## config.mk

```make
export PLATFORM = sky130hd
export DESIGN_NAME = zero_detect_scheduler_flat
export DESIGN_NICKNAME = d
export VERILOG_FILES = /design/src/rtl/zero_detect_scheduler_pkg.sv /design/src/rtl/zero_detect_scheduler_if.sv /design/src/rtl/zero_detect_scheduler_zero_edge_detector.sv /design/src/rtl/zero_detect_scheduler.sv /design/src/flat_wrapper.sv
export SDC_FILE = /design/constraint.sdc
export NUM_CORES = 1
export LEC_CHECK = 0
export ABC_AREA = 1
export BUFFER_PORTS_ARGS = -buffer_cell sky130_fd_sc_hd__buf_2
export CAP_MARGIN = 0
export CORE_ASPECT_RATIO = 0.6
export CORE_UTILIZATION = 30
export DETAILED_ROUTE_END_ITERATION = 6
export PLACE_DENSITY = 0.58
export SLEW_MARGIN = 10
export SYNTH_ARGS = -nofsm -noshare
export SYNTH_HDL_FRONTEND = slang
export SYNTH_SLANG_ARGS = --single-unit
```

## constraint.sdc

```tcl
create_clock -name clock -period 3.9 [get_ports clock]
set_clock_uncertainty 0.15 [all_clocks]
set_input_delay 0.39 -clock clock [delete_from_list [all_inputs] [get_ports clock]]
set_output_delay 0.39 -clock clock [all_outputs]
set_load 0.005 [all_outputs]
```

## src/rtl/zero_detect_scheduler_pkg.sv

```systemverilog
`default_nettype none
// ----------------------------------------------------------------------------
// zds_pkg : shared state encoding and helpers for zero_detect_scheduler
// Revision: 1.0
// ----------------------------------------------------------------------------
package zds_pkg;

  localparam int STATE_W = 2;

  typedef enum logic [STATE_W-1:0] {
    ST_IDLE  = 2'd0,
    ST_SHIFT = 2'd1,
    ST_DONE  = 2'd2
  } state_t;

  // One-hot (up to 8 requesters) to binary index; all-zero maps to 0.
  function automatic logic [2:0] onehot_to_idx(input logic [7:0] oh);
    logic [2:0] idx;
    idx = '0;
    for (int i = 0; i < 8; i++) begin
      if (oh[i]) idx = idx | 3'(i);
    end
    return idx;
  endfunction

endpackage
`default_nettype wire

```

## src/rtl/zero_detect_scheduler_if.sv

```systemverilog
`default_nettype none
// ----------------------------------------------------------------------------
// zero_detect_scheduler_if : requester/result bus of the shared zero detector
// Revision: 1.0
// ----------------------------------------------------------------------------
interface zero_detect_scheduler_if #(
  parameter int NUM_REQ = 4,
  parameter int WORD_W  = 8,
  parameter int CNT_W   = 4,
  parameter int ID_W    = $clog2(NUM_REQ)
);
  logic [NUM_REQ-1:0]        req;
  logic [NUM_REQ*WORD_W-1:0] data;
  logic [NUM_REQ-1:0]        grant;
  logic                      busy;
  logic                      y_serial;
  logic                      done;
  logic [ID_W-1:0]           done_id;
  logic [CNT_W-1:0]          zero_count;

  modport master (
    output req, data,
    input  grant, busy, y_serial, done, done_id, zero_count
  );

  modport slave (
    input  req, data,
    output grant, busy, y_serial, done, done_id, zero_count
  );
endinterface
`default_nettype wire

```

## src/rtl/zero_detect_scheduler_zero_edge_detector.sv

```systemverilog
`default_nettype none
// ----------------------------------------------------------------------------
// zero_edge_detector : 1-bit Mealy 1->0 transition detector, y = ~x & prev
// Revision: 1.0
// ----------------------------------------------------------------------------
module zero_edge_detector (
  input  wire logic clock,
  input  wire logic reset,
  input  wire logic clr,
  input  wire logic en,
  input  wire logic x,
  output logic      y
);

  logic prev_q;

  always_ff @(posedge clock or posedge reset) begin
    if (reset) begin
      prev_q <= 1'b0;
    end else if (clr) begin
      prev_q <= 1'b0;
    end else if (en) begin
      prev_q <= x;
    end
  end

  assign y = ~x & prev_q;

endmodule
`default_nettype wire

```

## src/rtl/zero_detect_scheduler.sv

```systemverilog
`default_nettype none
// ----------------------------------------------------------------------------
// zero_detect_scheduler : arbitrates NUM_REQ words onto one serial 1->0 detector
// Revision: 1.0  (ZDS_FIXED_PRIORITY_EN selects fixed priority over round-robin)
// ----------------------------------------------------------------------------
module zero_detect_scheduler
  import zds_pkg::*;
#(
  parameter int NUM_REQ = 4,
  parameter int WORD_W  = 8,
  parameter int CNT_W   = 4,
  parameter int ID_W    = $clog2(NUM_REQ)
) (
  input wire logic                 clock,
  input wire logic                 reset,
  zero_detect_scheduler_if.slave   bus
);

  localparam int BCNT_W = $clog2(WORD_W + 1);

  state_t              state_q;
  logic [NUM_REQ-1:0]  grant_q;
  logic                busy_q;
  logic                done_q;
  logic [ID_W-1:0]     done_id_q;
  logic [CNT_W-1:0]    zero_count_q;
  logic [CNT_W-1:0]    acc_q;
  logic [CNT_W-1:0]    acc_d;
  logic [WORD_W-1:0]   shreg_q;
  logic [BCNT_W-1:0]   bitcnt_q;
  logic [ID_W-1:0]     sel_idx_d;
  logic                sel_vld_d;
  logic [ID_W-1:0]     gnt_idx;
  logic                det_y;
  logic                y_gated;

`ifdef ZDS_FIXED_PRIORITY_EN
  always_comb begin
    sel_idx_d = '0;
    sel_vld_d = 1'b0;
    for (int i = NUM_REQ - 1; i >= 0; i--) begin
      if (bus.req[i]) begin
        sel_idx_d = ID_W'(i);
        sel_vld_d = 1'b1;
      end
    end
  end
`else
  logic [ID_W-1:0]      rr_q;
  logic [2*NUM_REQ-1:0] req_dbl;

  // Doubling the request vector turns the wrap-around search into a plain scan.
  assign req_dbl = {bus.req, bus.req};

  always_comb begin
    sel_idx_d = '0;
    sel_vld_d = 1'b0;
    for (int k = NUM_REQ - 1; k >= 0; k--) begin
      if (req_dbl[int'(rr_q) + k]) begin
        sel_idx_d = ID_W'((int'(rr_q) + k) % NUM_REQ);
        sel_vld_d = 1'b1;
      end
    end
  end
`endif

  assign gnt_idx = ID_W'(onehot_to_idx(8'(grant_q)));
  assign y_gated = det_y & (state_q == ST_SHIFT);
  assign acc_d   = (y_gated && (acc_q != '1)) ? acc_q + 1'b1 : acc_q;

  zero_edge_detector u_det (
    .clock (clock),
    .reset (reset),
    .clr   ((state_q == ST_IDLE) && sel_vld_d),
    .en    (state_q == ST_SHIFT),
    .x     (shreg_q[WORD_W-1]),
    .y     (det_y)
  );

  always_ff @(posedge clock or posedge reset) begin
    if (reset) begin
      state_q      <= ST_IDLE;
      grant_q      <= '0;
      busy_q       <= 1'b0;
      done_q       <= 1'b0;
      done_id_q    <= '0;
      zero_count_q <= '0;
      acc_q        <= '0;
      shreg_q      <= '0;
      bitcnt_q     <= '0;
`ifndef ZDS_FIXED_PRIORITY_EN
      rr_q         <= '0;
`endif
    end else begin
      case (state_q)
        ST_IDLE: begin
          if (sel_vld_d) begin
            grant_q  <= NUM_REQ'(1) << sel_idx_d;
            shreg_q  <= bus.data[int'(sel_idx_d)*WORD_W +: WORD_W];
            bitcnt_q <= '0;
            acc_q    <= '0;
            busy_q   <= 1'b1;
            state_q  <= ST_SHIFT;
          end
        end
        ST_SHIFT: begin
          shreg_q  <= {shreg_q[WORD_W-2:0], 1'b0};
          acc_q    <= acc_d;
          bitcnt_q <= bitcnt_q + 1'b1;
          if (bitcnt_q == BCNT_W'(WORD_W - 1)) begin
            state_q      <= ST_DONE;
            done_q       <= 1'b1;
            zero_count_q <= acc_d;
            done_id_q    <= gnt_idx;
            grant_q      <= '0;
`ifndef ZDS_FIXED_PRIORITY_EN
            rr_q         <= (gnt_idx == ID_W'(NUM_REQ - 1)) ? '0 : gnt_idx + 1'b1;
`endif
          end
        end
        ST_DONE: begin
          done_q  <= 1'b0;
          busy_q  <= 1'b0;
          state_q <= ST_IDLE;
        end
        default: state_q <= ST_IDLE;
      endcase
    end
  end

  assign bus.grant      = grant_q;
  assign bus.busy       = busy_q;
  assign bus.y_serial   = y_gated;
  assign bus.done       = done_q;
  assign bus.done_id    = done_id_q;
  assign bus.zero_count = zero_count_q;

endmodule
`default_nettype wire

```

## src/flat_wrapper.sv

```systemverilog
// flat-port wrapper written by rule: the top's interface ports become plain ports
module zero_detect_scheduler_flat import zds_pkg::*;
#(
  parameter int NUM_REQ = 4,
  parameter int WORD_W  = 8,
  parameter int CNT_W   = 4,
  parameter int ID_W    = $clog2(NUM_REQ)
)
  (clock, reset, bus_req, bus_data, bus_grant, bus_busy, bus_y_serial, bus_done, bus_done_id, bus_zero_count);
  zero_detect_scheduler_if #(.NUM_REQ(NUM_REQ), .WORD_W(WORD_W), .CNT_W(CNT_W), .ID_W(ID_W)) bus_i ();
  input wire logic clock;
  input wire logic reset;
  input wire logic [$bits(bus_i.req)-1:0] bus_req;
  input wire logic [$bits(bus_i.data)-1:0] bus_data;
  output wire logic [$bits(bus_i.grant)-1:0] bus_grant;
  output wire logic [$bits(bus_i.busy)-1:0] bus_busy;
  output wire logic [$bits(bus_i.y_serial)-1:0] bus_y_serial;
  output wire logic [$bits(bus_i.done)-1:0] bus_done;
  output wire logic [$bits(bus_i.done_id)-1:0] bus_done_id;
  output wire logic [$bits(bus_i.zero_count)-1:0] bus_zero_count;
  assign bus_i.req = bus_req;
  assign bus_i.data = bus_data;
  assign bus_grant = bus_i.grant;
  assign bus_busy = bus_i.busy;
  assign bus_y_serial = bus_i.y_serial;
  assign bus_done = bus_i.done;
  assign bus_done_id = bus_i.done_id;
  assign bus_zero_count = bus_i.zero_count;
  zero_detect_scheduler #(.NUM_REQ(NUM_REQ), .WORD_W(WORD_W), .CNT_W(CNT_W), .ID_W(ID_W)) u_core (.clock(clock), .reset(reset), .bus(bus_i));
endmodule
```

# --- After elaboration in Yosys (flattened, before gate mapping) ---
# Cells that the tools add are included.
op_classes:
  n_reduce_logical: 13
  bitwise: 3
  add_sub_neg: 6
  n_eq_ne: 7
  muxes: 41
  magnitude_cmp: 4
  shifts: 2
ops:
  columns: ["cell", "n"]
  rows:
  - ["$lt A32 B5 Y1 const B", 2]
  - ["$shiftx A32 B6 Y8", 1]
  - ["$pmux W4 S2", 3]
  - ["$mux W2", 9]
  - ["$mux W1", 16]
  - ["$mux W4", 4]
  - ["$pmux W8 S2", 1]
  - ["$reduce_and A2 Y1", 5]
  - ["$bmux W1 S3", 3]
  - ["$add A4 B1 Y4 const B", 2]
  - ["$mux W8", 1]
  - ["$reduce_bool A2 Y1", 4]
  - ["$add A2 B2 Y3 const B", 2]
  - ["$eq A2 B2 Y1 const B", 2]
  - ["$eq A4 B3 Y1 const B", 1]
  - ["$lt A2 B4 Y1 const B", 1]
  - ["$lt A3 B4 Y1 const B", 1]
  - ["$ne A2 B1 Y1 const B", 2]
  - ["$ne A4 B4 Y1 const B", 1]
  - ["$pmux W1 S2", 2]
  - ["$pmux W2 S2", 1]
  - ["$shl A1 B2 Y4 const A", 1]
  - ["$add A2 B1 Y3 const B", 1]
  - ["$reduce_and A3 Y1", 1]
  - ["7 further kinds", 9]
word_totals:
  reg_bits: 33
  input_bits: 38
  output_inout_bits: 13

# --- Logic depth before layout (Yosys ltp) ---
logic_depth:
  word_depth: 11
  mapped_depth: 17
  ltp_nobuf: 15

# --- Cells and area by module ---
# From an unflattened synthesis, not the netlist that was laid out.
hier_totals:
  cells_unflattened: 290
  hier_area_um2: 2058.2
modules_own_cells:
  columns: ["module", "area_per_inst_um2", "cells_per_inst", "seq_area_each_um2", "n_inst"]
  rows:
  - ["zero_detect_scheduler", 2001.9, 281, 800.8, 1]
  - ["zero_edge_detector", 56.3, 9, 25.0, 1]

# --- Worst setup path after synthesis ---
# No wires, ideal clock.
synth_timing:
  kind: "register -> register"
  startpoint: "register u_core.rr_q[0]"
  endpoint: "register u_core.shreg_q[0]"
  path_stages_with_launch: 17
  path_buffers: 1
  arrival_time_ns: 1.651
  period_less_slack_ns: 1.919
  setup_time_ns: 0.118
  slack_ns: 1.981
  path_cell_list: "dfrtp_1 > ha_1 > inv_1 > nand3_2 > nand2_1 > inv_2 > nand2_4 > nand2_2 > nand2_4 > nand2_8 > buf_8 > nand2_2 > nand2_1 > nand2_1 > nand2_1 > nand2_1 > nand2_1"
synth_via:
  elab_chain_cells: 11
  word_cells_on_any_way: 27
synth_rtl:
  columns: ["item", "line_no", "source"]
  rows:
  - ["start: declaration", "zero_detect_scheduler.sv:49", "logic [ID_W-1:0] rr_q;"]
  - ["start signal: assignment", "zero_detect_scheduler.sv:117", "rr_q <= (gnt_idx == ID_W'(NUM_REQ - 1)) ? '0 : gnt_idx + 1'b1;"]
  - ["$add A2 B2 Y3", "zero_detect_scheduler.sv:60", "sel_idx_d = ID_W'((int'(rr_q) + k) % NUM_REQ);"]
  - ["$bmux W1 S3", "zero_detect_scheduler.sv:59", "if (req_dbl[int'(rr_q) + k]) begin"]
  - ["$mux W1 (implied by the code) (2 in a row)", "zero_detect_scheduler.sv:59", null]
  - ["$mux W2 (4 in a row)", "zero_detect_scheduler.sv:59", null]
  - ["$shiftx A32 B6 Y8", "zero_detect_scheduler.sv:99", "shreg_q <= bus.data[int'(sel_idx_d)*WORD_W +: WORD_W];"]
  - ["$mux W8", "zero_detect_scheduler.sv:97", "if (sel_vld_d) begin"]
  - ["$pmux W8 S2", "zero_detect_scheduler.sv:95", "case (state_q)"]
  - ["end signal: assignment", "zero_detect_scheduler.sv:99", null]
  - ["end signal: assignment", "zero_detect_scheduler.sv:107", "shreg_q <= {shreg_q[WORD_W-2:0], 1'b0};"]
  - ["end: declaration", "zero_detect_scheduler.sv:29", "logic [WORD_W-1:0] shreg_q;"]
# Several ways; a longest one is shown, not always the timed one. The select of a mux whose other input is x is not followed.
# A chain may end at the register's enable or synchronous reset.

# --- Final worst setup path ---
layout_timing:
  startpoint: "register u_core.rr_q[0]"
  endpoint: "register u_core.shreg_q[6]"
# The elaborated chain is that of the path after synthesis.

==> impl_summary.md <==
Worst setup path
At the worst endpoint, the required time is between 3000 and 4000 ps. The worst reg2reg path depth is 11. Among cell families on the critical path, the largest total delay comes from simple AND/OR/NAND/NOR gates. The nature of the critical path startpoint is a flip-flop. The count of buffering cells on the critical path with inverters included is 2. The cell with the most instances on the worst path is sky130_fd_sc_hd__nand2_1. The critical path's largest stage delay is 570 ps. The endpoint type of the worst setup path is a flip-flop. The critical path goes through ha_1 > nand3_1 > nand2_1 > inv_1 > nand2_1 > nand3_1 > clkinv_1 > nand2_1 > nand2_1 > nand2_1 > nand2_1. By startpoint and endpoint, the worst setup path is classified as reg2reg. Counting buffers and inverters, the worst setup path is 11 cells deep. The data arrival time of the worst path is approximately 2700 ps. The master of the slowest instance on the critical path is sky130_fd_sc_hd__dfrtp_1. Along the worst path, the maximum fanout reaches 11.

Synthesis
In this run, synthesis inferred 0 flip-flops with an integrated enable. After synthesis, the mean cell area works out to between 7 and 8 um2. The total number of yosys warnings is 0. Counting flops with an async set or reset pin after synthesis yields a share of 100%. Summed over its instances, the top area cell type makes up 40.2% of the synthesized netlist area. The share of the Yosys chip area taken by registers is about two fifths. The total standard cell area after synthesis is 0.00206 mm2.

The net count after synthesis is 334. Synthesis produced a netlist whose cell count is approximately 300. The leading register cell type out of synthesis is sky130_fd_sc_hd__dfrtp_1. By area the synthesized netlist is led by sky130_fd_sc_hd__dfrtp_1 (40%), sky130_fd_sc_hd__nand2_1 (24%), sky130_fd_sc_hd__nand3_1 (6.6%), sky130_fd_sc_hd__inv_1 (4.9%), sky130_fd_sc_hd__o21ai_0 (3.9%). The netlist uses 28 different library cells. Summed over all instances, the cell type with the most area after synthesis is sky130_fd_sc_hd__dfrtp_1.

The flip-flop and latch count after synthesis is 33.

CTS
The H-tree level count is 2. Buffers added to address setup during post-CTS repair amount to 0. The clock latency of the later-clocked register in the worst-skew pair is 280 ps. The clock buffer count from CTS is 5. The count of clock tree sinks is 33. The cts-stage hold buffer count is 0. The clock passes through at most 2 buffers.

TritonCTS built the clock tree. The root cell of the clock tree is sky130_fd_sc_hd__clkbuf_16. In this run, post-CTS repair resized a total of 0 instances. The clock transition at the registers of the reported paths is about 50 ps.

STA
The number of pins exceeding their max-slew limit in the final report is 0. The worst relative slew slack is 62.5%. Setup total negative slack on the finished layout was measured at 0 ps. Setup repair after global routing left no endpoint under its margin. Of the available clock period, the critical path in the final layout requires 67.8%. The minimum clock period after layout is roughly 2600 ps. The actual transition at the worst max-transition pin is roughly 560 ps. The worst hold margin is between 40 and 50 ps. The hold violation total from the final report is 0. Setup violations remaining at the end of the flow were counted as 0. Static timing analysis puts the maximum clock frequency at 0.378 GHz.

Global route
The number of global-route vias before repair is roughly 1,800. Summed over all layers, the global routing overflow is 0. The number of antenna violations at the first check in global routing is 0. The overall global routing resource usage is 15.0%. The first-pass GRT wire length is 8190 um. Entering global routing, the biggest net connects 34 pins.

Die
The die area is 0.00720 mm2. The initial utilization of the core area, before any placement, comes to about 32%. The floorplan has 22 rows.

Measured along the y axis, the die boundary spans between 60 and 70 um. The horizontal extent of the die is 109 um. The I/O pin count is 51.

The core outline area is 0.00636 mm2.

Run status
The flow ran to the end, and the final reports show no timing, DRC or antenna violations.

Job
The number of maximum-capacitance constraint violations is 0.

Power
The ratio of total power to cell area is 915 mW/mm2. The largest vdd supply drop is ~330 uV. Summed over all cells, the static leakage comes to 0.00141 uW.

Layout
Summing all multi-input logic gate instances after layout gives around 0.0010 mm2. The ratio of cells with drive above 1 in the final layout is 24.7%. The final layout contains 384 nets.

The diode insertion count for antenna repair is 0. The area overhead of the layout relative to synthesis is 21.9%. The count of fill cells added during filler insertion is 677. In the final layout, flip-flops and latches occupy 826 um2.

Drt
The via count is 1,907. For this block, the initial DRC count from the detailed router was 90. In this run the remaining antenna-violating nets after routing total 0.

The remaining routing DRC violations is 0. The wire length after detailed routing is about 4700 um. Dividing the detail-routed via count by the number of cells gives 4.46.

The first detailed-routing pass took 4 iterations. The average detailed-routed wire length per instance is 11.0 um.

Place
The number of port buffers is 50. The half-perimeter wire length after detailed placement is ~3600 um. The final weighted congestion in routability-driven placement is 0.791.

Worst hold path
In this run the worst hold path is classified as in2async.
[per-layer routing]
metal	up-vias	track usage [%]	share of wire, %
met3	9	4.53	6.8
met5	-	0	0
met2	57	21.1	38
li1	1011	-	-
met1	830	21.1	53
met4	0	6.08	1.4
[final timing paths]
| kind | startpoint | end | slack, ps |
|---|---|---|---|
| min in group clock | u_core.bus.zero_count[3]$_DFFE_PP0P_ | u_core.bus.zero_count[3]$_DFFE_PP0P_ | 320 |
| min | reset | u_core.shreg_q[5]$_DFFE_PP0P_ | 40 |
| max in group asynchronous | reset | u_core.shreg_q[2]$_DFFE_PP0P_ | 3250 |
| max reg2reg | u_core.rr_q[0]$_DFFE_PP0P_ | u_core.shreg_q[6]$_DFFE_PP0P_ | 1260 |
| max | u_core.rr_q[0]$_DFFE_PP0P_ | u_core.shreg_q[6]$_DFFE_PP0P_ | 1260 |
| min reg2reg | u_core.bus.zero_count[3]$_DFFE_PP0P_ | u_core.bus.zero_count[3]$_DFFE_PP0P_ | 320 |
[worst register-to-register path: stages, from the launching register on]
cell and delay [ps]:
sky130_fd_sc_hd__dfrtp_1 570, sky130_fd_sc_hd__ha_1 340, sky130_fd_sc_hd__nand3_1 120, sky130_fd_sc_hd__nand2_1 60, sky130_fd_sc_hd__inv_1 90, sky130_fd_sc_hd__nand2_1 60, sky130_fd_sc_hd__nand3_1 340, sky130_fd_sc_hd__clkinv_1 420
sky130_fd_sc_hd__nand2_1 170, sky130_fd_sc_hd__nand2_1 70, sky130_fd_sc_hd__nand2_1 80, sky130_fd_sc_hd__nand2_1 60
[sequential cells by signal, summed over array words and instances (netlist names)]
name	count
u_core.bus.done_id	2
u_core.u_det.prev_q	1
u_core.bitcnt_q	4
u_core.shreg_q	8
u_core.bus.grant	4
u_core.bus.done	1
u_core.state_q	2
u_core.rr_q	2
u_core.bus.busy	1
u_core.acc_q	4
u_core.bus.zero_count	4
[layout make-up]
class                           instances  area share [%]
Clock buffer                            5            5.00
Clock inverter                          3           0.699
Inverter                               34            5.09
Multi-Input combinational cell        218            41.8
Sequential cell                        33            33.0
Tap cell                               84            4.20
Timing Repair Buffer                   51            10.3
[cells by family (layout without fill, tap and decap cells)]
| kind of cell | Yosys count | in the layout | synth area share, % |
|---|---|---|---|
| AO/OA/AOI/OAI | 28 | 28 | 8.46 |
| XOR/XNOR | 3 | 3 | 1.28 |
| adder cells (fa/ha/maj) | 3 | 3 | 1.83 |
| buffers and inverters | 42 | 93 | 8.95 |
| flip-flops | 33 | 33 | 40.2 |
| AND/OR/NAND/NOR | 184 | 184 | 39.3 |
[where the power goes]
| part | leakage [uW] | internal, uW | total [uW] | switching (uW) |
|---|---|---|---|---|
| logic | 0.000933 | 443 | 1320 | 873 |
| registers | 0.000412 | 492 | 596 | 104 |
| clock network | 0.0000696 | 234 | 380 | 147 |
| total | 0.00141 | 1170 | 2290 | 1120 |
[Yosys cell counts (4+ instances only)]
| library cell | n |
|---|---|
| sky130_fd_sc_hd__nand2_1 | 131 |
| sky130_fd_sc_hd__dfrtp_1 | 33 |
| sky130_fd_sc_hd__inv_1 | 27 |
| sky130_fd_sc_hd__nand3_1 | 27 |
| sky130_fd_sc_hd__o21ai_0 | 16 |
| sky130_fd_sc_hd__nand2_2 | 10 |
| sky130_fd_sc_hd__nor2_1 | 8 |
| sky130_fd_sc_hd__inv_2 | 5 |
| sky130_fd_sc_hd__o22ai_1 | 4 |
[through the flow]
| stage | instances | util [%] | total power, uW | area, um2 | setup slack (ps) |
|---|---|---|---|---|---|
| after floorplan | 293 | - | 1680 | 2060 | 1980 |
| after global placement | 420 | 37.2 | 1920 | 2360 | 1350 |
| after detailed placement | 420 | 37.2 | 1930 | 2360 | 1250 |
| after CTS | 428 | 39.4 | 2330 | 2500 | 1240 |
| after global routing | 428 | 39.4 | 2550 | 2500 | 964 |
| final | 428 | 39.4 | 2290 | 2500 | 1260 |
[placed cells by master (no fill, tap or decap), types with 3 or more instances in the layout]
| master | count |
|---|---|
| sky130_fd_sc_hd__buf_2 | 50 |
| sky130_fd_sc_hd__nand2_1 | 131 |
| sky130_fd_sc_hd__nor2_1 | 8 |
| sky130_fd_sc_hd__inv_1 | 27 |
| sky130_fd_sc_hd__o31ai_2 | 3 |
| sky130_fd_sc_hd__o22ai_1 | 4 |
| sky130_fd_sc_hd__clkbuf_16 | 5 |
| sky130_fd_sc_hd__nand3_1 | 27 |
| sky130_fd_sc_hd__dfrtp_1 | 33 |
| sky130_fd_sc_hd__inv_2 | 5 |
| sky130_fd_sc_hd__nand2_2 | 10 |
| sky130_fd_sc_hd__ha_1 | 3 |
| sky130_fd_sc_hd__xor2_1 | 3 |
| sky130_fd_sc_hd__o21ai_0 | 16 |
(Power assumes the default switching activity.)
